<file path="config.mk">
export PLATFORM = sky130hd
export DESIGN_NAME = afe_spi_stream_capture_flat
export DESIGN_NICKNAME = d
export VERILOG_FILES = /design/src/rtl/afe_spi_stream_capture_if.sv /design/src/rtl/afe_spi_stream_capture.sv /design/src/flat_wrapper.sv
export SDC_FILE = /design/constraint.sdc
export NUM_CORES = 1
export LEC_CHECK = 0
export ABC_AREA = 1
export BUFFER_PORTS_ARGS = -buffer_cell sky130_fd_sc_hd__buf_2
export CAP_MARGIN = 20
export CORE_ASPECT_RATIO = 1.4
export CORE_MARGIN = 1.5
export CORE_UTILIZATION = 41
export DETAILED_ROUTE_END_ITERATION = 7
export PLACE_DENSITY = 0.67
export SLEW_MARGIN = 20
export SYNTH_ARGS = -nofsm -noshare
export SYNTH_HDL_FRONTEND = slang
export SYNTH_SLANG_ARGS = --single-unit
export TNS_END_PERCENT = 20
</file>
<file path="constraint.sdc">
create_clock -name clk -period 2.35 [get_ports clk]
set_input_delay 0.47 -clock clk [delete_from_list [all_inputs] [get_ports clk]]
set_output_delay 0.47 -clock clk [all_outputs]
set_load 0.03 [all_outputs]
</file>
<file path="src/rtl/afe_spi_stream_capture_if.sv">
// Pin/bus bundle between the AFE capture block, the AFE pins and the
// data_buffer streaming read port. The capture block uses the slave view,
// whoever drives the AFE inputs and the read address uses the master view.
`timescale 1ns/1ps
interface afe_spi_stream_capture_if;
    logic        in_enable;
    logic        in_adc_rdy;
    logic        spi_somi;
    logic        spi_sclk;
    logic        spi_mosi;
    logic        spi_ste_n;
    logic [2:0]  in_addr;
    logic [23:0] out_strm_data;
    logic        out_strm_dn;
    logic        out_busy;
    logic        out_overrun;
    logic [2:0]  dbg_state;

    modport master (
        output in_enable, in_adc_rdy, spi_somi, in_addr,
        input  spi_sclk, spi_mosi, spi_ste_n, out_strm_data,
               out_strm_dn, out_busy, out_overrun, dbg_state
    );

    modport slave (
        input  in_enable, in_adc_rdy, spi_somi, in_addr,
        output spi_sclk, spi_mosi, spi_ste_n, out_strm_data,
               out_strm_dn, out_busy, out_overrun, dbg_state
    );
endinterface

</file>
<file path="src/rtl/afe_spi_stream_capture.sv">
// SPI master that bursts the AFE result/diag registers into a committed
// 8-slot x 24-bit bank on every ADC_RDY rising edge. The bank only changes in
// a single COMMIT cycle, so the streaming reader sees whole sets only.
// Read port: out_strm_data(t+1) = bank[in_addr(t)], slot 7 is always zero.
`timescale 1ns/1ps
module afe_spi_stream_capture #(
    parameter int CLK_DIV = 4,   // clk cycles per SCLK half period, 2..255
    parameter int STE_GAP = 8    // clk cycles ste_n stays high between frames, >= 2
) (
    input logic                     clk,
    input logic                     in_reset_n,
    afe_spi_stream_capture_if.slave bus
);

    typedef enum logic [2:0] {
        IDLE   = 3'd0,
        LOAD   = 3'd1,
        SHIFT  = 3'd2,
        GAP    = 3'd3,
        COMMIT = 3'd4
    } state_t;

    localparam logic [7:0]  DIV_LAST = 8'(CLK_DIV - 1);
    // One of the STE_GAP high cycles is spent in LOAD, hence the -2.
    localparam logic [15:0] GAP_LAST = 16'(STE_GAP - 2);

    state_t      state;
    logic [2:0]  frame_idx;
    logic [7:0]  div_cnt;
    logic [6:0]  half_cnt;
    logic [15:0] gap_cnt;
    logic [31:0] tx_sreg;
    logic [23:0] rx_sreg;
    logic        sclk_q;
    logic        ste_n_q;
    logic        busy_q;
    logic        dn_q;
    logic        overrun_q;
    logic [23:0] stage [0:6];
    logic [23:0] bank  [0:6];
    logic [23:0] strm_data_q;
    logic [23:0] rd_val;
    logic [31:0] load_word;

    logic rdy_meta;
    logic rdy_sync;
    logic rdy_prev;
    logic rdy_evt;

    // Two-flop synchroniser for ADC_RDY plus a delayed copy for edge detection.
    always_ff @(posedge clk or negedge in_reset_n) begin
        if (!in_reset_n) begin
            rdy_meta <= 1'b0;
            rdy_sync <= 1'b0;
            rdy_prev <= 1'b0;
        end else begin
            rdy_meta <= bus.in_adc_rdy;
            rdy_sync <= rdy_meta;
            rdy_prev <= rdy_sync;
        end
    end

    assign rdy_evt = rdy_sync & ~rdy_prev;

    // Frame word for the current frame: CONTROL0 write first, then reads.
    always_comb begin
        load_word = 32'h0000_0001;
        if (frame_idx != 3'd0) begin
            load_word = {8'h29 + {5'd0, frame_idx}, 24'h00_0000};
        end
    end

    // Burst sequencer: frame loading, SCLK generation, shifting, gaps, commit.
    always_ff @(posedge clk or negedge in_reset_n) begin
        if (!in_reset_n) begin
            state     <= IDLE;
            frame_idx <= 3'd0;
            div_cnt   <= 8'd0;
            half_cnt  <= 7'd0;
            gap_cnt   <= 16'd0;
            tx_sreg   <= 32'd0;
            rx_sreg   <= 24'd0;
            sclk_q    <= 1'b0;
            ste_n_q   <= 1'b1;
            busy_q    <= 1'b0;
            dn_q      <= 1'b0;
            overrun_q <= 1'b0;
            for (int i = 0; i < 7; i++) begin
                stage[i] <= 24'd0;
                bank[i]  <= 24'd0;
            end
        end else begin
            dn_q <= 1'b0;
            // A ready edge that cannot be serviced is dropped and remembered.
            if (rdy_evt && (state != IDLE)) begin
                overrun_q <= 1'b1;
            end
            case (state)
                IDLE: begin
                    if (rdy_evt && bus.in_enable) begin
                        busy_q    <= 1'b1;
                        frame_idx <= 3'd0;
                        state     <= LOAD;
                    end
                end
                LOAD: begin
                    tx_sreg  <= load_word;
                    ste_n_q  <= 1'b0;
                    div_cnt  <= 8'd0;
                    half_cnt <= 7'd0;
                    state    <= SHIFT;
                end
                SHIFT: begin
                    if (div_cnt == DIV_LAST) begin
                        div_cnt  <= 8'd0;
                        half_cnt <= half_cnt + 7'd1;
                        if (half_cnt == 7'd64) begin
                            // Trailing half period done: close the frame.
                            ste_n_q <= 1'b1;
                            sclk_q  <= 1'b0;
                            tx_sreg <= 32'd0;
                            for (int i = 0; i < 7; i++) begin
                                if (frame_idx == 3'(i + 1)) begin
                                    stage[i] <= rx_sreg;
                                end
                            end
                            gap_cnt <= 16'd0;
                            state   <= GAP;
                        end else if (!half_cnt[0]) begin
                            sclk_q  <= 1'b1;
                            rx_sreg <= {rx_sreg[22:0], bus.spi_somi};
                        end else begin
                            sclk_q  <= 1'b0;
                            tx_sreg <= {tx_sreg[30:0], 1'b0};
                        end
                    end else begin
                        div_cnt <= div_cnt + 8'd1;
                    end
                end
                GAP: begin
                    if (gap_cnt == GAP_LAST) begin
                        if (frame_idx == 3'd7) begin
                            state <= COMMIT;
                        end else begin
                            frame_idx <= frame_idx + 3'd1;
                            state     <= LOAD;
                        end
                    end else begin
                        gap_cnt <= gap_cnt + 16'd1;
                    end
                end
                COMMIT: begin
                    for (int i = 0; i < 7; i++) begin
                        bank[i] <= stage[i];
                    end
                    busy_q <= 1'b0;
                    dn_q   <= 1'b1;
                    state  <= IDLE;
                end
                default: state <= IDLE;
            endcase
        end
    end

    // Slot select for the read port; slot 7 has no backing register.
    always_comb begin
        rd_val = 24'd0;
        for (int i = 0; i < 7; i++) begin
            if (bus.in_addr == 3'(i)) begin
                rd_val = bank[i];
            end
        end
    end

    // Registered streaming read, one cycle latency.
    always_ff @(posedge clk or negedge in_reset_n) begin
        if (!in_reset_n) begin
            strm_data_q <= 24'd0;
        end else begin
            strm_data_q <= rd_val;
        end
    end

    assign bus.spi_sclk      = sclk_q;
    assign bus.spi_mosi      = tx_sreg[31];
    assign bus.spi_ste_n     = ste_n_q;
    assign bus.out_strm_data = strm_data_q;
    assign bus.out_strm_dn   = dn_q;
    assign bus.out_busy      = busy_q;
    assign bus.out_overrun   = overrun_q;
    assign bus.dbg_state     = state;

endmodule

</file>
<file path="src/flat_wrapper.sv">
// flat-port wrapper written by rule: the top's interface ports become plain ports
module afe_spi_stream_capture_flat 
#(
    parameter int CLK_DIV = 4,                                             
    parameter int STE_GAP = 8                                                       
)
  (clk, in_reset_n, bus_in_enable, bus_in_adc_rdy, bus_spi_somi, bus_in_addr, bus_spi_sclk, bus_spi_mosi, bus_spi_ste_n, bus_out_strm_data, bus_out_strm_dn, bus_out_busy, bus_out_overrun, bus_dbg_state);
  afe_spi_stream_capture_if bus_i ();
  input logic clk;
  input logic in_reset_n;
  input wire logic [$bits(bus_i.in_enable)-1:0] bus_in_enable;
  input wire logic [$bits(bus_i.in_adc_rdy)-1:0] bus_in_adc_rdy;
  input wire logic [$bits(bus_i.spi_somi)-1:0] bus_spi_somi;
  input wire logic [$bits(bus_i.in_addr)-1:0] bus_in_addr;
  output wire logic [$bits(bus_i.spi_sclk)-1:0] bus_spi_sclk;
  output wire logic [$bits(bus_i.spi_mosi)-1:0] bus_spi_mosi;
  output wire logic [$bits(bus_i.spi_ste_n)-1:0] bus_spi_ste_n;
  output wire logic [$bits(bus_i.out_strm_data)-1:0] bus_out_strm_data;
  output wire logic [$bits(bus_i.out_strm_dn)-1:0] bus_out_strm_dn;
  output wire logic [$bits(bus_i.out_busy)-1:0] bus_out_busy;
  output wire logic [$bits(bus_i.out_overrun)-1:0] bus_out_overrun;
  output wire logic [$bits(bus_i.dbg_state)-1:0] bus_dbg_state;
  assign bus_i.in_enable = bus_in_enable;
  assign bus_i.in_adc_rdy = bus_in_adc_rdy;
  assign bus_i.spi_somi = bus_spi_somi;
  assign bus_i.in_addr = bus_in_addr;
  assign bus_spi_sclk = bus_i.spi_sclk;
  assign bus_spi_mosi = bus_i.spi_mosi;
  assign bus_spi_ste_n = bus_i.spi_ste_n;
  assign bus_out_strm_data = bus_i.out_strm_data;
  assign bus_out_strm_dn = bus_i.out_strm_dn;
  assign bus_out_busy = bus_i.out_busy;
  assign bus_out_overrun = bus_i.out_overrun;
  assign bus_dbg_state = bus_i.dbg_state;
  afe_spi_stream_capture #(.CLK_DIV(CLK_DIV), .STE_GAP(STE_GAP)) u_core (.clk(clk), .in_reset_n(in_reset_n), .bus(bus_i));
endmodule
</file>
---- Yosys cells after proc, flatten, opt, wreduce, memory -nomap -nowiden ----
Cells that the tools add are included.
storage, ports and cells
  register bits ........................... 461
  input port bits ......................... 8
  output and inout port bits .............. 33
  word-level logic and storage cells ...... 130
cells by class
  add/subtract/negate cells ............... 5
  equality and inequality tests ........... 27
  mux-type cells .......................... 38
  bitwise operators ....................... 4
  reductions and logical operators ........ 26
operator list
  cell                                            number
  two-way mux 24 bit                              7
  two-way mux 32 bit                              4
  one-hot mux 32 bit (2 select lines)             1
  two-way mux 16 bit                              3
  AND reduction 4 bit                             11
  one-hot mux 16 bit (2 select lines)             1
  == test 3 bit, second input constant            8
  two-way mux 3 bit                               8
  == test 3 x 2 -> 1 bit, second input constant   6
  adder 16 x 1 -> 16 bit, second input constant   1
  == test 16 x 3 -> 1 bit, second input constant  1
  one-hot mux 8 bit (2 select lines)              1
  one-hot mux 7 bit (2 select lines)              1
  one-hot mux 3 bit (4 select lines)              1
  == test 3 x 1 -> 1 bit, second input constant   3
  adder 8 x 1 -> 8 bit, second input constant     1
  == test 8 x 2 -> 1 bit, second input constant   1
  two-way mux 8 bit                               1
  != test 2 x 1 -> 1 bit, second input constant   4
  nonzero test 2 bit                              4
  adder 6 x 3 -> 7 bit, first input constant      1
  adder 7 x 1 -> 7 bit, second input constant     1
  == test 7 bit, second input constant            1
  two-way mux 7 bit                               1
  13 further kinds                                28

---- Logic depth before layout (Yosys ltp) ----
Gate-level depths: netlist (run 1).
  depth after elaboration ................. 8
  depth in mapped cells ................... 12
  depth with buffers taken out ............ 11

---- Worst setup path before layout (run 1) ----
No wires, ideal clock.
  path kind ............................... reg-to-reg
  start point ............................. register u_core.half_cnt[0]
  end point ............................... register u_core.stage[127] in the netlist's numbering
  setup time .............................. 130 ps
  arrival ................................. 1645 ps
  path slack .............................. 575 ps
  cell stages (with the launch flop) ...... 13
  path buffers ............................ 3
  cells stage by stage .................... dfrtp_1 -> inv_1 -> ha_1 -> nand2_1 -> inv_1 -> nand3_1 -> nor2_4 -> buf_6 -> nand2_1 -> buf_6 -> buf_2 -> nand2_1 -> o21ai_0
between the ends
  word-level cells in the longest chain between the ends .. 2
RTL lines
  element                         RTL line                       RTL
  start: declaration              afe_spi_stream_capture.sv:30   logic [6:0] half_cnt;
  start signal: assignment        afe_spi_stream_capture.sv:116  half_cnt <= half_cnt + 7'd1;
  == test 7 bit                   afe_spi_stream_capture.sv:117  if (half_cnt == 7'd64) begin
  AND reduction 4 bit (no line)   n/a
  end signal: indexed assignment  afe_spi_stream_capture.sv:124  stage[i] <= rx_sreg;
  end: declaration                afe_spi_stream_capture.sv:39   logic [23:0] stage [0:6];
No other way between the ends.
A chain may end at the register's enable or synchronous reset.

---- Worst setup path after layout (run 1) ----
  start point ............................. register u_core.half_cnt[0]
  end point ............................... register u_core.stage[23] in the netlist's numbering
Same word-level chain as after synthesis.

==> report_table.html, run 1 <==
<table>
<tr><th>Metric</th><th>Value</th></tr>
<tr><th colspan="2">Critical path</th></tr>
<tr><td>Cell at the slowest stage of the critical path</td><td>dfrtp_1</td></tr>
<tr><td>Startpoint type of the worst setup path</td><td>flip-flop</td></tr>
<tr><td>Kind of capture point of the worst setup path</td><td>flip-flop</td></tr>
<tr><td>Depth of the worst register-to-register path</td><td>10</td></tr>
<tr><td>Launch instance of the worst register-to-register path</td><td>u_core.half_cnt[0]</td></tr>
<tr><td>Classification of the worst setup path</td><td>reg -&gt; reg</td></tr>
<tr><td>Critical-path cell list</td><td>inv_1 -&gt; ha_1 -&gt; nand2_1 -&gt; inv_1 -&gt; nand3_1 -&gt; nor2_4 -&gt; nand3_2 -&gt; buf_4 -&gt; nand2_1 -&gt; o21ai_0</td></tr>
<tr><td>Data arrival time of the critical path</td><td>2.48 ns</td></tr>
<tr><td>Crit-path max FO</td><td>48</td></tr>
<tr><td>Highest cell delay on the worst timing path</td><td>0.44 ns</td></tr>
<tr><td>Number of buffers and inverters on the critical path</td><td>3</td></tr>
<tr><td>Slack of the worst reg-to-reg path</td><td>0.29 ns</td></tr>
<tr><td>Endpoint of the worst-slack reg-to-reg timing path</td><td>u_core.stage[23]</td></tr>
<tr><td>Worst endpoint required time</td><td>2.76 ns</td></tr>
<tr><td>Number of logic stages on the critical path including buffering</td><td>10</td></tr>
<tr><td>Kind of cell with the highest combined delay on the critical path</td><td>simple AND/OR/NAND/NOR gates</td></tr>
<tr><th colspan="2">GRT</th></tr>
<tr><td>Congestion Overflow GR</td><td>0</td></tr>
<tr><td>Met3 usage in global routing</td><td>2.42%</td></tr>
<tr><td>Number of antenna violations at the first check in global routing</td><td>0</td></tr>
<tr><td>Total Routing Usage GR</td><td>18.5%</td></tr>
<tr><td>Global route hottest layer</td><td>met2</td></tr>
<tr><td>Pin count of the biggest net entering global routing</td><td>146</td></tr>
<tr><td>Global-route wire length before repair</td><td>71,000 um</td></tr>
<tr><td>Met2 track demand over resource</td><td>31.8%</td></tr>
<tr><td>Number of global-route vias before repair</td><td>14,100</td></tr>
<tr><td>Routing usage on met1</td><td>24.3%</td></tr>
<tr><th colspan="2">Drt</th></tr>
<tr><td>Final Routed Wirelength</td><td>42,500 um</td></tr>
<tr><td>Drt drc</td><td>0</td></tr>
<tr><td>Per-cell routed wire length</td><td>14.9 um</td></tr>
<tr><td>Via count</td><td>14,100</td></tr>
<tr><td>Initial DRC Count</td><td>1,127</td></tr>
<tr><td>DRT Pass-1 Iters</td><td>5</td></tr>
<tr><td>Antenna Violating Nets Remaining</td><td>0</td></tr>
<tr><td>Ratio of routed vias to standard cells</td><td>4.95</td></tr>
<tr><th colspan="2">Min path</th></tr>
<tr><td>Beginning of the worst hold path</td><td>bus_spi_somi</td></tr>
<tr><td>Path category of the worst min-delay check</td><td>in -&gt; reg</td></tr>
<tr><td>Endpoint with the worst hold slack</td><td>u_core.rx_sreg[0]</td></tr>
<tr><td>Number of cells on the worst hold path</td><td>2</td></tr>
<tr><th colspan="2">Place</th></tr>
<tr><td>Half-perimeter wire length after detailed placement</td><td>25,200 um</td></tr>
<tr><td>Count of buffers from port buffering</td><td>40</td></tr>
<tr><td>Placer congestion estimate</td><td>0.822</td></tr>
<tr><th colspan="2">Yosys</th></tr>
<tr><td>Syn_nets</td><td>2,206</td></tr>
<tr><td>Average cell area after synthesis</td><td>8.67 um2</td></tr>
<tr><td>Sequential cell area fraction in the yosys report</td><td>60.9%</td></tr>
<tr><td>Post-synthesis instance total</td><td>2,187</td></tr>
<tr><td>Share of the synthesized area in compound gates (AO/OA/AOI/OAI)</td><td>6.70%</td></tr>
<tr><td>Number of different library cells in the post-synthesis netlist</td><td>34</td></tr>
<tr><td>Area fraction in and, or, nand and nor cells after synthesis</td><td>26.6%</td></tr>
<tr><td>Portion of netlist area occupied by mux cells</td><td>0%</td></tr>
<tr><td>Cell area after technology mapping</td><td>19,000 um2</td></tr>
<tr><td>Dominant combinational cell family by area after synthesis</td><td>simple AND/OR/NAND/NOR gates</td></tr>
<tr><td>Total of warnings raised by yosys</td><td>0</td></tr>
<tr><td>Fraction of the mapped netlist area in adder cells</td><td>0.726%</td></tr>
<tr><td>XOR/XNOR Fraction of Synth Area</td><td>0.323%</td></tr>
<tr><td>Synthesis-stage register bit count</td><td>461</td></tr>
<tr><th colspan="2">STA</th></tr>
<tr><td>Setup-violating endpoint count in the final report</td><td>0</td></tr>
<tr><td>Min cycle time layout</td><td>2.06 ns</td></tr>
<tr><td>Final hold violations</td><td>0</td></tr>
<tr><td>Worst-Margin Slew</td><td>0.693 ns</td></tr>
<tr><td>Final cycle utilization of the critical path</td><td>87.8%</td></tr>
<tr><td>Unrepaired setup endpoints after global routing</td><td>false</td></tr>
<tr><td>Clock skew after layout</td><td>0.0287 ns</td></tr>
<tr><td>Count of final max-slew check failures</td><td>0</td></tr>
<tr><td>Maximum clock frequency</td><td>485 MHz</td></tr>
<tr><td>Max-slew headroom at the worst pin</td><td>53.8%</td></tr>
<tr><td>Setup total negative slack</td><td>0 ns</td></tr>
<tr><th colspan="2">Power and ir drop</th></tr>
<tr><td>VDD IR max</td><td>0.516 mV</td></tr>
<tr><td>Cell Pwr Density</td><td>728 nW/um2</td></tr>
<tr><td>Tot Pwr</td><td>15.6 mW</td></tr>
<tr><td>Leakage power of the design</td><td>10.7 nW</td></tr>
<tr><th colspan="2">Floorplan</th></tr>
<tr><td>Number of placement rows</td><td>93</td></tr>
<tr><td>Starting Density</td><td>41.4%</td></tr>
<tr><td>Placeable core region</td><td>45,800 um2</td></tr>
<tr><td>Height of the chip</td><td>257 um</td></tr>
<tr><td>Area enclosed by the die boundary</td><td>47,600 um2</td></tr>
<tr><td>Chip width</td><td>185 um</td></tr>
<tr><td>Io pins</td><td>41</td></tr>
<tr><th colspan="2">Clocking</th></tr>
<tr><td>Clock tree from TritonCTS</td><td>done</td></tr>
<tr><td>Post-CTS Resized</td><td>0</td></tr>
<tr><td>Worst skew pair latency</td><td>0.56 ns</td></tr>
<tr><td>Sinks on Clock Net</td><td>461</td></tr>
<tr><td>Number of buffers created by CTS</td><td>45</td></tr>
<tr><td>Clock tree buffer depth</td><td>3</td></tr>
<tr><td>Clock-pin slew reported for the worst setup and hold paths after clock tree synthesis</td><td>0.06 ns</td></tr>
<tr><td>H-tree levels</td><td>2</td></tr>
<tr><td>Clk Tree Root Cell</td><td>clkbuf_16</td></tr>
<tr><th colspan="2">Outcome</th></tr>
<tr><td>Result of the run</td><td>finished, final reports clean</td></tr>
<tr><th colspan="2">Layout</th></tr>
<tr><td>Inserted Diodes</td><td>0</td></tr>
<tr><td>Area delta synth-&gt;final</td><td>12.9%</td></tr>
<tr><td>Fill count</td><td>4,361</td></tr>
<tr><td>Share of cells above drive strength 1</td><td>8.34%</td></tr>
<tr><td>Nets</td><td>2,226</td></tr>
<tr><th colspan="2">Flow run</th></tr>
<tr><td>Count of max-cap constraint violations</td><td>0</td></tr>
</table>
registers in the layout (all words and copies together), names as in the netlist:
register and cells:
u_core.bank 168, u_core.stage 168, u_core.tx_sreg 32, u_core.bus.out_strm_data 24
u_core.rx_sreg 24, u_core.gap_cnt 16, u_core.div_cnt 8, u_core.half_cnt 7
u_core.bus.dbg_state 3, u_core.frame_idx 3, u_core.bus.out_busy 1, u_core.bus.out_overrun 1
u_core.bus.out_strm_dn 1, u_core.bus.spi_sclk 1, u_core.bus.spi_ste_n 1, u_core.rdy_meta 1
u_core.rdy_prev 1, u_core.rdy_sync 1
cells by family after synthesis:
family          after synthesis
compound gates              246
buf+inv                     203
xor+xnor                      7
simple gates               1259
fa+ha+maj                    11
flops                       461
power by group:
part,internal [mW],switching [mW],total [mW]
Clock,4.29,3.08,7.37
Combinational,0.0419,0.231,0.273
Sequential,7.94,0.00448,7.95
Total,12.3,3.32,15.6
cells in the mapped netlist:
cell type  instances  area share [%]
a21oi_1            3           0.079
buf_1              7            0.14
buf_2             23            0.61
buf_4              4            0.16
buf_6             14            0.83
clkbuf_1          58             1.1
dfrtp_1          460              61
dfstp_2            1            0.14
ha_1              11            0.73
inv_1             91             1.8
inv_2              6            0.12
nand2_1         1009              20
nand2_2            4            0.13
nand3_1           93             2.5
nand3_2            1           0.053
nand3b_1           1           0.040
nand4_1           35             1.2
nor2_1            87             1.7
nor2_2             1           0.033
nor2_4             3            0.18
nor3_1            17            0.45
nor3_2             1           0.053
nor3_4             2            0.17
nor3b_1            1           0.040
o21a_1             1           0.040
o21ai_0          198             5.2
o21ai_1           28            0.74
o21ai_2            4            0.18
o21bai_1           4            0.16
o22ai_1            7            0.23
o311ai_0           1           0.046
or2_2              4            0.13
xnor2_1            1           0.046
xor2_1             6            0.28
cell type report:
| cell class | instances | area, um2 | share of cell area (%) |
|---|---|---|---|
| clock buffer | 67 | 1330 | 6.21 |
| clock inverter | 14 | 195 | 0.911 |
| inverter | 97 | 369 | 1.72 |
| multi-input combinational | 1523 | 6570 | 30.7 |
| sequential | 461 | 11500 | 53.9 |
| tap | 617 | 772 | 3.61 |
| timing repair buffer | 79 | 646 | 3.01 |
routing by layer:
metal / part of all wire, % / up-vias
met1: 45 / 6908
li1: - / 6933
met4: 2.1 / 0
met5: 0 / -
met2: 49 / 255
met3: 4.0 / 53
metrics by stage:
stage	worst slack, ns	std cells	cell area [um2]	hold WS (ns)	util [%]
global route	0.0686	2858	21400	0.184	46.7
global placement	0.336	2772	19800	0.336	43.3
CTS	0.232	2855	21400	0.159	46.7
detailed placement	0.258	2772	19800	0.341	43.3
floorplan	0.575	2187	19000	0.174	-
finish	0.287	2858	21400	0.194	46.7
layout by cell type (no fill, tap or decap), drive strengths merged, types with 7 or more instances in the layout:
master,count
o21ai,230
nor2,91
inv,101
clkbuf,67
ha,11
nand3,94
dfrtp,460
nor3,20
nand2,1013
buf,77
nand4,35
o22ai,7
worst max-delay path by stage:
| stage | startpoint | to | slack, ns |
|---|---|---|---|
| 3_5_place_dp | u_core.bus.dbg_state[1] | u_core.stage[83] | 0.26 |
| 4_1_cts | u_core.bus.dbg_state[1] | u_core.stage[127] | 0.23 |
| 6_report | u_core.half_cnt[0] | u_core.stage[23] | 0.29 |
| 5_1_grt | u_core.half_cnt[0] | u_core.stage[53] | 0.07 |
| 3_3_place_gp | u_core.bus.dbg_state[1] | u_core.tx_sreg[29] | 0.34 |
| 2_1_floorplan | u_core.half_cnt[0] | u_core.stage[127] | 0.58 |
what timing repair did:
action / CTS / global route
buffers inserted: 0 / 3
setup endpoints to repair: 0 / 3
endpoints found under the hold margin: 31 / 0
hold buffers: 2 / 0
Power figures use the tool's default switching activity.
==> run 2, diff against run 1 <==
Settings changed: CTS_BUF_LIST from default to sky130_fd_sc_hd__clkbuf_2 sky130_fd_sc_hd__clkbuf_4 sky130_fd_sc_hd__clkbuf_8, RECOVER_POWER from default to 100.
Clock period 2.35 ns to 1.95 ns, I/O delays scaled along.
==> run 2 against run 1 <==
Die area unchanged. Register-to-register slack got worse by 0.17 ns. Clock power increased by 13%. Worst setup slack got worse by 0.17 ns. Critical path depth decreased by 1. Fmax increased by 12%. First-iteration DRC count decreased by 15%. Sequential cell count unchanged. Core utilization increased by 0.76 points. Power increased by 17%.
==> report_table.html, run 2 (synthesis results as in run 1) <==
<table>
<tr><th>Metric</th><th>Value</th></tr>
<tr><th colspan="2">Drt</th></tr>
<tr><td>Ratio of routed vias to standard cells</td><td>4.96 (was 4.95)</td></tr>
<tr><td>Antenna Violating Nets Remaining</td><td>0 (unchanged)</td></tr>
<tr><td>Initial DRC Count</td><td>961 (was 1,127)</td></tr>
<tr><td>Per-cell routed wire length</td><td>14.8 um (was 14.9 um)</td></tr>
<tr><td>DRT Pass-1 Iters</td><td>5 (unchanged)</td></tr>
<tr><td>Via count</td><td>14,500 (was 14,100)</td></tr>
<tr><td>Drt drc</td><td>0 (unchanged)</td></tr>
<tr><td>Final Routed Wirelength</td><td>43,500 um (was 42,500 um)</td></tr>
<tr><th colspan="2">STA</th></tr>
<tr><td>Clock skew after layout</td><td>0.0322 ns (was 0.0287 ns)</td></tr>
<tr><td>Setup-violating endpoint count in the final report</td><td>0 (unchanged)</td></tr>
<tr><td>Unrepaired setup endpoints after global routing</td><td>true (was false)</td></tr>
<tr><td>Min cycle time layout</td><td>1.84 ns (was 2.06 ns)</td></tr>
<tr><td>Max-slew headroom at the worst pin</td><td>28.8% (was 53.8%)</td></tr>
<tr><td>Worst-Margin Slew</td><td>1.07 ns (was 0.693 ns)</td></tr>
<tr><td>Maximum clock frequency</td><td>544 MHz (was 485 MHz)</td></tr>
<tr><td>Final cycle utilization of the critical path</td><td>94.2% (was 87.8%)</td></tr>
<tr><td>Final hold violations</td><td>0 (unchanged)</td></tr>
<tr><td>Setup total negative slack</td><td>0 ns (unchanged)</td></tr>
<tr><td>Count of final max-slew check failures</td><td>0 (unchanged)</td></tr>
<tr><th colspan="2">GRT</th></tr>
<tr><td>Number of global-route vias before repair</td><td>14,600 (was 14,100)</td></tr>
<tr><td>Total Routing Usage GR</td><td>19.2% (was 18.5%)</td></tr>
<tr><td>Pin count of the biggest net entering global routing</td><td>103 (was 146)</td></tr>
<tr><td>Number of antenna violations at the first check in global routing</td><td>0 (unchanged)</td></tr>
<tr><td>Congestion Overflow GR</td><td>0 (unchanged)</td></tr>
<tr><td>Global-route wire length before repair</td><td>73,200 um (was 71,000 um)</td></tr>
<tr><th colspan="2">Floorplan</th></tr>
<tr><td>Placeable core region</td><td>45,800 um2 (unchanged)</td></tr>
<tr><td>Height of the chip</td><td>257 um (unchanged)</td></tr>
<tr><td>Chip width</td><td>185 um (unchanged)</td></tr>
<tr><td>Starting Density</td><td>41.4% (unchanged)</td></tr>
<tr><td>Area enclosed by the die boundary</td><td>47,600 um2 (unchanged)</td></tr>
<tr><td>Io pins</td><td>41 (unchanged)</td></tr>
<tr><td>Number of placement rows</td><td>93 (unchanged)</td></tr>
<tr><th colspan="2">Flow run</th></tr>
<tr><td>Count of max-cap constraint violations</td><td>0 (unchanged)</td></tr>
<tr><th colspan="2">Clocking</th></tr>
<tr><td>Clock tree from TritonCTS</td><td>done (unchanged)</td></tr>
<tr><td>Number of buffers created by CTS</td><td>73 (was 45)</td></tr>
<tr><td>Clock tree buffer depth</td><td>3 (unchanged)</td></tr>
<tr><td>Clk Tree Root Cell</td><td>clkbuf_8 (was clkbuf_16)</td></tr>
<tr><td>H-tree levels</td><td>3 (was 2)</td></tr>
<tr><td>Clock-pin slew reported for the worst setup and hold paths after clock tree synthesis</td><td>0.06 ns (about the same)</td></tr>
<tr><td>Worst skew pair latency</td><td>0.63 ns (was 0.56 ns)</td></tr>
<tr><td>Sinks on Clock Net</td><td>461 (unchanged)</td></tr>
<tr><th colspan="2">Power and ir drop</th></tr>
<tr><td>Sw power</td><td>4.06 mW (was 3.32 mW)</td></tr>
<tr><td>Comb power frac</td><td>2.0% (was 1.8%)</td></tr>
<tr><td>Cell Pwr Density</td><td>839 nW/um2 (was 728 nW/um2)</td></tr>
<tr><td>VDD IR max</td><td>0.439 mV (was 0.516 mV)</td></tr>
<tr><td>Sw frac</td><td>22.2% (was 21.3%)</td></tr>
<tr><td>Clock network fraction of design power</td><td>45.6% (was 47.3%)</td></tr>
<tr><td>Leakage power of the design</td><td>10.9 nW (was 10.7 nW)</td></tr>
<tr><td>Sequential share of power</td><td>52.5% (was 51.0%)</td></tr>
<tr><td>Power Internal</td><td>14.2 mW (was 12.3 mW)</td></tr>
<tr><th colspan="2">Critical path</th></tr>
<tr><td>Worst endpoint required time</td><td>2.41 ns (was 2.76 ns)</td></tr>
<tr><td>Crit-path max FO</td><td>48 (unchanged)</td></tr>
<tr><td>Startpoint type of the worst setup path</td><td>flip-flop (unchanged)</td></tr>
<tr><td>Termination of the worst setup path</td><td>u_core.stage[6] (was u_core.stage[23])</td></tr>
<tr><td>Kind of capture point of the worst setup path</td><td>flip-flop (unchanged)</td></tr>
<tr><td>Depth of the worst register-to-register path</td><td>9 (was 10)</td></tr>
<tr><td>Data arrival time of the critical path</td><td>2.30 ns (was 2.48 ns)</td></tr>
<tr><td>Slack of the worst reg-to-reg path</td><td>0.11 ns (was 0.29 ns)</td></tr>
<tr><td>Launch instance of the worst register-to-register path</td><td>u_core.div_cnt[1] (was u_core.half_cnt[0])</td></tr>
<tr><td>Endpoint of the worst-slack reg-to-reg timing path</td><td>u_core.stage[6] (was u_core.stage[23])</td></tr>
<tr><td>Classification of the worst setup path</td><td>reg -&gt; reg (unchanged)</td></tr>
<tr><td>First element of the critical path</td><td>u_core.div_cnt[1] (was u_core.half_cnt[0])</td></tr>
<tr><th colspan="2">Layout</th></tr>
<tr><td>Nets</td><td>2,280 (was 2,226)</td></tr>
<tr><td>Share of cells above drive strength 1</td><td>11.4% (was 8.34%)</td></tr>
<tr><td>Fill count</td><td>4,413 (was 4,361)</td></tr>
<tr><td>Most common cell after layout, fill and taps aside</td><td>nand2_1 (unchanged)</td></tr>
<tr><td>Area delta synth-&gt;final</td><td>14.8% (was 12.9%)</td></tr>
<tr><td>Most frequent cells in the layout</td><td>1,007 x nand2_1, 460 x dfrtp_1, 198 x o21ai_0 (unchanged)</td></tr>
<tr><td>Registers with the most flip-flops</td><td>u_core.bank x168, u_core.stage x168, u_core.tx_sreg x32 (unchanged)</td></tr>
<tr><td>Final Cell Area</td><td>21,800 um2 (was 21,400 um2)</td></tr>
<tr><th colspan="2">Min path</th></tr>
<tr><td>Beginning of the worst hold path</td><td>bus_spi_somi (unchanged)</td></tr>
<tr><td>Number of cells on the worst hold path</td><td>2 (unchanged)</td></tr>
<tr><td>Path category of the worst min-delay check</td><td>in -&gt; reg (unchanged)</td></tr>
<tr><th colspan="2">Place</th></tr>
<tr><td>Count of buffers from port buffering</td><td>40 (unchanged)</td></tr>
<tr><td>Area post-placement</td><td>20,300 um2 (was 19,800 um2)</td></tr>
<tr><td>Placer congestion estimate</td><td>0.780 (was 0.822)</td></tr>
<tr><td>Half-perimeter wire length after detailed placement</td><td>26,500 um (was 25,200 um)</td></tr>
<tr><th colspan="2">Outcome</th></tr>
<tr><td>Result of the run</td><td>finished, final reports clean (unchanged)</td></tr>
</table>
## run 2: how the worst min path moves through the flow
stage | endpoint | slack [ns]
final | u_core.rx_sreg[0] | 0.06
after global routing | u_core.rx_sreg[0] | 0.04
after CTS | u_core.rx_sreg[0] | 0.007
after detailed placement | u_core.bank[112] | 0.30
after global placement | u_core.stage[112] | 0.30
after floorplan | u_core.bank[0] | 0.09
## run 2: power by group through the flow
stage | sequential (mW) | clock, mW | combinational, mW
3_5_place_dp | 9.75 | 0 | 0.387
6_report | 9.58 | 8.33 | 0.357
5_1_grt | 9.58 | 8.95 | 0.408
3_3_place_gp | 9.75 | 0 | 0.381
2_1_floorplan | 9.76 | 0 | 0.0514
4_1_cts | 9.58 | 8.54 | 0.392
## run 2: area by class of cell
class | instances | area (um2) | share of cell area (%)
tap | 617 | 772 | 3.55
clock inverter | 15 | 100 | 0.460
clock buffer | 110 | 1390 | 6.38
inverter | 97 | 370 | 1.70
multi-input combinational | 1524 | 6580 | 30.2
sequential | 461 | 11500 | 53.0
timing repair buffer | 104 | 1010 | 4.66
antenna | 1 | 2.50 | 0.0115
## run 2: stage by stage
stage          util, %  worst slack, ns  hold slack [ns]  total power, mW  cells
6_report          47.5            0.113           0.0552             18.3   2929
5_1_grt           47.5          -0.0549           0.0447             18.9   2928
4_1_cts           47.5           0.0473          0.00669             18.5   2922
3_5_place_dp      44.2            0.118            0.300             10.1   2795
3_3_place_gp      44.2            0.156            0.298             10.1   2795
2_1_floorplan        -            0.175           0.0944             9.81   2187
## run 2: layer usage
| metal | global-route usage, % | vias up | routed length (um) |
|---|---|---|---|
| li1 | - | 7063 | - |
| met1 | 24.4 | 7081 | 19200 |
| met2 | 32.6 | 280 | 21300 |
| met3 | 3.44 | 93 | 1800 |
| met4 | 6.93 | 0 | 1200 |
| met5 | 0 | - | 0 |
## run 2: repair_timing
item                                    CTS  global route
hold buffers                              2             0
endpoints found under the hold margin   125             0
gates resized for setup                   0             4
endpoints found under the setup margin    0           143
setup buffers                             0             5
## run 2: critical path, stage by stage (launching register included)
cell and delay [ns]:
dfrtp_1 0.40, ha_2 0.22, nand2_1 0.06, nor2_1 0.13, nand2_2 0.14, nor2_4 0.22
nand3_2 0.11, buf_12 0.21, nand2_1 0.09, o21ai_0 0.08
==> run 3, diff against run 2 <==
Settings changed: GPL_TIMING_DRIVEN from default to 0.
==> run 3 against run 2 <==
The flow now finishes with violations (negative setup slack). Die area is the same. Core utilization grew 2.3 points. Wire length increased by 13%. Sequential share of layout area down 2.4 points. Global-route usage rose by 1.5 points. Sequential cell count stayed put. Clock power rose by 2.6%. Worst setup slack lost 0.18 ns. Highest routed layer unchanged.
==> report_table.html, run 3 (synthesis results as in run 1) <==
<table>
<tr><th>Metric</th><th>Value</th></tr>
<tr><th colspan="2">GRT</th></tr>
<tr><td>Total Routing Usage GR</td><td>20.7% (was 19.2%)</td></tr>
<tr><td>Number of antenna violations at the first check in global routing</td><td>0 (unchanged)</td></tr>
<tr><td>Pin count of the biggest net entering global routing</td><td>94 (was 103)</td></tr>
<tr><td>Global-route wire length before repair</td><td>77,400 um (was 73,200 um)</td></tr>
<tr><td>Congestion Overflow GR</td><td>0 (unchanged)</td></tr>
<tr><td>Number of global-route vias before repair</td><td>15,100 (was 14,600)</td></tr>
<tr><th colspan="2">Outcome</th></tr>
<tr><td>Violations in the final reports</td><td>negative setup slack</td></tr>
<tr><td>Result of the run</td><td>finished, violations left (was finished, final reports clean)</td></tr>
<tr><th colspan="2">Clocking</th></tr>
<tr><td>H-tree levels</td><td>3 (unchanged)</td></tr>
<tr><td>Sinks on Clock Net</td><td>461 (unchanged)</td></tr>
<tr><td>Worst skew pair latency</td><td>0.63 ns (about the same)</td></tr>
<tr><td>Clock-pin slew reported for the worst setup and hold paths after clock tree synthesis</td><td>0.06 ns (about the same)</td></tr>
<tr><td>Number of buffers created by CTS</td><td>72 (was 73)</td></tr>
<tr><td>Clock tree from TritonCTS</td><td>done (unchanged)</td></tr>
<tr><td>Clock tree buffer depth</td><td>3 (unchanged)</td></tr>
<tr><td>Clk Tree Root Cell</td><td>clkbuf_8 (unchanged)</td></tr>
<tr><th colspan="2">Place</th></tr>
<tr><td>Placer congestion estimate</td><td>0.868 (was 0.780)</td></tr>
<tr><td>Half-perimeter wire length after detailed placement</td><td>33,600 um (was 26,500 um)</td></tr>
<tr><td>Count of buffers from port buffering</td><td>40 (unchanged)</td></tr>
<tr><td>Worst-case setup slack after placement</td><td>-0.491 ns (was 0.118 ns)</td></tr>
<tr><th colspan="2">STA</th></tr>
<tr><td>Maximum clock frequency</td><td>495 MHz (was 544 MHz)</td></tr>
<tr><td>Setup-violating endpoint count in the final report</td><td>58 (was 0)</td></tr>
<tr><td>Final hold violations</td><td>0 (unchanged)</td></tr>
<tr><td>Max-slew headroom at the worst pin</td><td>25.3% (was 28.8%)</td></tr>
<tr><td>Count of final max-slew check failures</td><td>0 (unchanged)</td></tr>
<tr><td>Unrepaired setup endpoints after global routing</td><td>true (unchanged)</td></tr>
<tr><td>Final cycle utilization of the critical path</td><td>104% (was 94.2%)</td></tr>
<tr><td>Min cycle time layout</td><td>2.02 ns (was 1.84 ns)</td></tr>
<tr><td>Clock skew after layout</td><td>0.0325 ns (was 0.0322 ns)</td></tr>
<tr><td>Worst setup margin</td><td>-0.0691 ns (was 0.113 ns)</td></tr>
<tr><td>Worst-Margin Slew</td><td>1.12 ns (was 1.07 ns)</td></tr>
<tr><th colspan="2">Drt</th></tr>
<tr><td>Antenna Violating Nets Remaining</td><td>0 (unchanged)</td></tr>
<tr><td>Via count</td><td>15,100 (was 14,500)</td></tr>
<tr><td>DRT Pass-1 Iters</td><td>5 (unchanged)</td></tr>
<tr><td>Ratio of routed vias to standard cells</td><td>5.00 (was 4.96)</td></tr>
<tr><td>Initial DRC Count</td><td>1,065 (was 961)</td></tr>
<tr><td>Drt drc</td><td>0 (unchanged)</td></tr>
<tr><td>Final Routed Wirelength</td><td>49,100 um (was 43,500 um)</td></tr>
<tr><td>Per-cell routed wire length</td><td>16.3 um (was 14.8 um)</td></tr>
<tr><th colspan="2">Floorplan</th></tr>
<tr><td>Starting Density</td><td>41.4% (unchanged)</td></tr>
<tr><td>Height of the chip</td><td>257 um (unchanged)</td></tr>
<tr><td>Area enclosed by the die boundary</td><td>47,600 um2 (unchanged)</td></tr>
<tr><td>Io pins</td><td>41 (unchanged)</td></tr>
<tr><td>Chip width</td><td>185 um (unchanged)</td></tr>
<tr><td>Placeable core region</td><td>45,800 um2 (unchanged)</td></tr>
<tr><td>Number of placement rows</td><td>93 (unchanged)</td></tr>
<tr><th colspan="2">Layout</th></tr>
<tr><td>Post-route core utilization</td><td>49.8% (was 47.5%)</td></tr>
<tr><td>Inserted Diodes</td><td>0 (was 1)</td></tr>
<tr><td>Registers with the most flip-flops</td><td>u_core.bank x168, u_core.stage x168, u_core.tx_sreg x32 (unchanged)</td></tr>
<tr><td>Share of cells above drive strength 1</td><td>16.3% (was 11.4%)</td></tr>
<tr><td>Most common cell after layout, fill and taps aside</td><td>nand2_1 (unchanged)</td></tr>
<tr><td>Nets</td><td>2,366 (was 2,280)</td></tr>
<tr><td>Most frequent cells in the layout</td><td>943 x nand2_1, 456 x dfrtp_1, 142 x o21ai_0 (was 1,007 x nand2_1, 460 x dfrtp_1, 198 x o21ai_0)</td></tr>
<tr><td>Area delta synth-&gt;final</td><td>20.3% (was 14.8%)</td></tr>
<tr><th colspan="2">Flow run</th></tr>
<tr><td>Count of max-cap constraint violations</td><td>0 (unchanged)</td></tr>
<tr><th colspan="2">Power and ir drop</th></tr>
<tr><td>Tot Pwr</td><td>18.5 mW (was 18.3 mW)</td></tr>
<tr><td>Leakage power of the design</td><td>11.3 nW (was 10.9 nW)</td></tr>
<tr><td>Cell Pwr Density</td><td>810 nW/um2 (was 839 nW/um2)</td></tr>
<tr><td>VDD IR max</td><td>0.512 mV (was 0.439 mV)</td></tr>
<tr><th colspan="2">Critical path</th></tr>
<tr><td>Worst endpoint required time</td><td>2.43 ns (was 2.41 ns)</td></tr>
<tr><td>Startpoint type of the worst setup path</td><td>flip-flop (unchanged)</td></tr>
<tr><td>Crit-path max FO</td><td>8 (was 48)</td></tr>
<tr><td>Data arrival time of the critical path</td><td>2.50 ns (was 2.30 ns)</td></tr>
<tr><td>Kind of capture point of the worst setup path</td><td>flip-flop (unchanged)</td></tr>
<tr><td>Classification of the worst setup path</td><td>reg -&gt; reg (unchanged)</td></tr>
<tr><th colspan="2">Min path</th></tr>
<tr><td>Path category of the worst min-delay check</td><td>in -&gt; reg (unchanged)</td></tr>
</table>
run 3: worst paths after layout:
path / start / end / slack [ns] / cells after the start
max: u_core.half_cnt[0] / u_core.stage[40] / -0.07 / 12
max in group asynchronous: in_reset_n / u_core.bank[24] / 0.14 / 6
min: bus_spi_somi / u_core.rx_sreg[0] / 0.03 / 2
min in group asynchronous: in_reset_n / u_core.bus.spi_ste_n / 0.59 / 3
max reg2reg: u_core.half_cnt[0] / u_core.stage[40] / -0.07 / 12
min reg2reg: u_core.rdy_meta / u_core.rdy_sync / 0.36 / 0
run 3: cell type report:
class / instances / area [um2]
Buffer: 106 / 761
Clock buffer: 115 / 1450
Clock inverter: 12 / 83.8
Fill cell: 4296 / 23000
Inverter: 97 / 364
Multi-Input combinational cell: 1523 / 7020
Sequential cell: 461 / 11500
Tap cell: 617 / 772
Timing Repair Buffer: 86 / 825
run 3: metal layers:
layer	track usage, %	vias up	wire [um]
met3	2.89	102	2090
met1	24.6	7353	19200
met5	0	-	0
met4	7.68	0	1560
li1	-	7247	-
met2	37.7	368	26200
run 3: worst max-delay path: stages, from the launching register on:
cell,delay (ns)
dfrtp_2,0.45
inv_2,0.10
ha_4,0.14
nand2_2,0.04
inv_2,0.06
nand3_4,0.09
nor2_4,0.26
buf_8,0.21
nand2_8,0.07
buf_12,0.17
buf_2,0.17
nand2_1,0.06
o21ai_0,0.07
run 3: power breakdown:
group / total, mW / leakage, nW / switching, mW / internal, mW
clock: 8.55 / 0.805 / 3.83 / 4.72
sequential: 9.58 / 6.36 / 0.00556 / 9.58
combinational: 0.342 / 4.10 / 0.280 / 0.0619
run 3: stage by stage:
stage / std cells / setup TNS [ns] / hold slack (ns) / instance area, um2
floorplan: 2187 / 0 / 0.0944 / 19000
global placement: 2844 / -3973.73 / 0.340 / 19900
detailed placement: 2849 / -66.43 / 0.326 / 20100
CTS: 2979 / -2.18 / 0.00399 / 21700
global route: 3017 / -12.65 / 0.0379 / 22800
finish: 3017 / -1.15 / 0.0340 / 22800
run 3: what timing repair did:
item / CTS / global route
setup buffers: 1 / 25
pin swaps: 1 / 5
endpoints found under the hold margin: 52 / 50
setup endpoints to repair: 362 / 494
hold buffers: 2 / 2
resized for setup: 42 / 273
gates cloned: 0 / 10
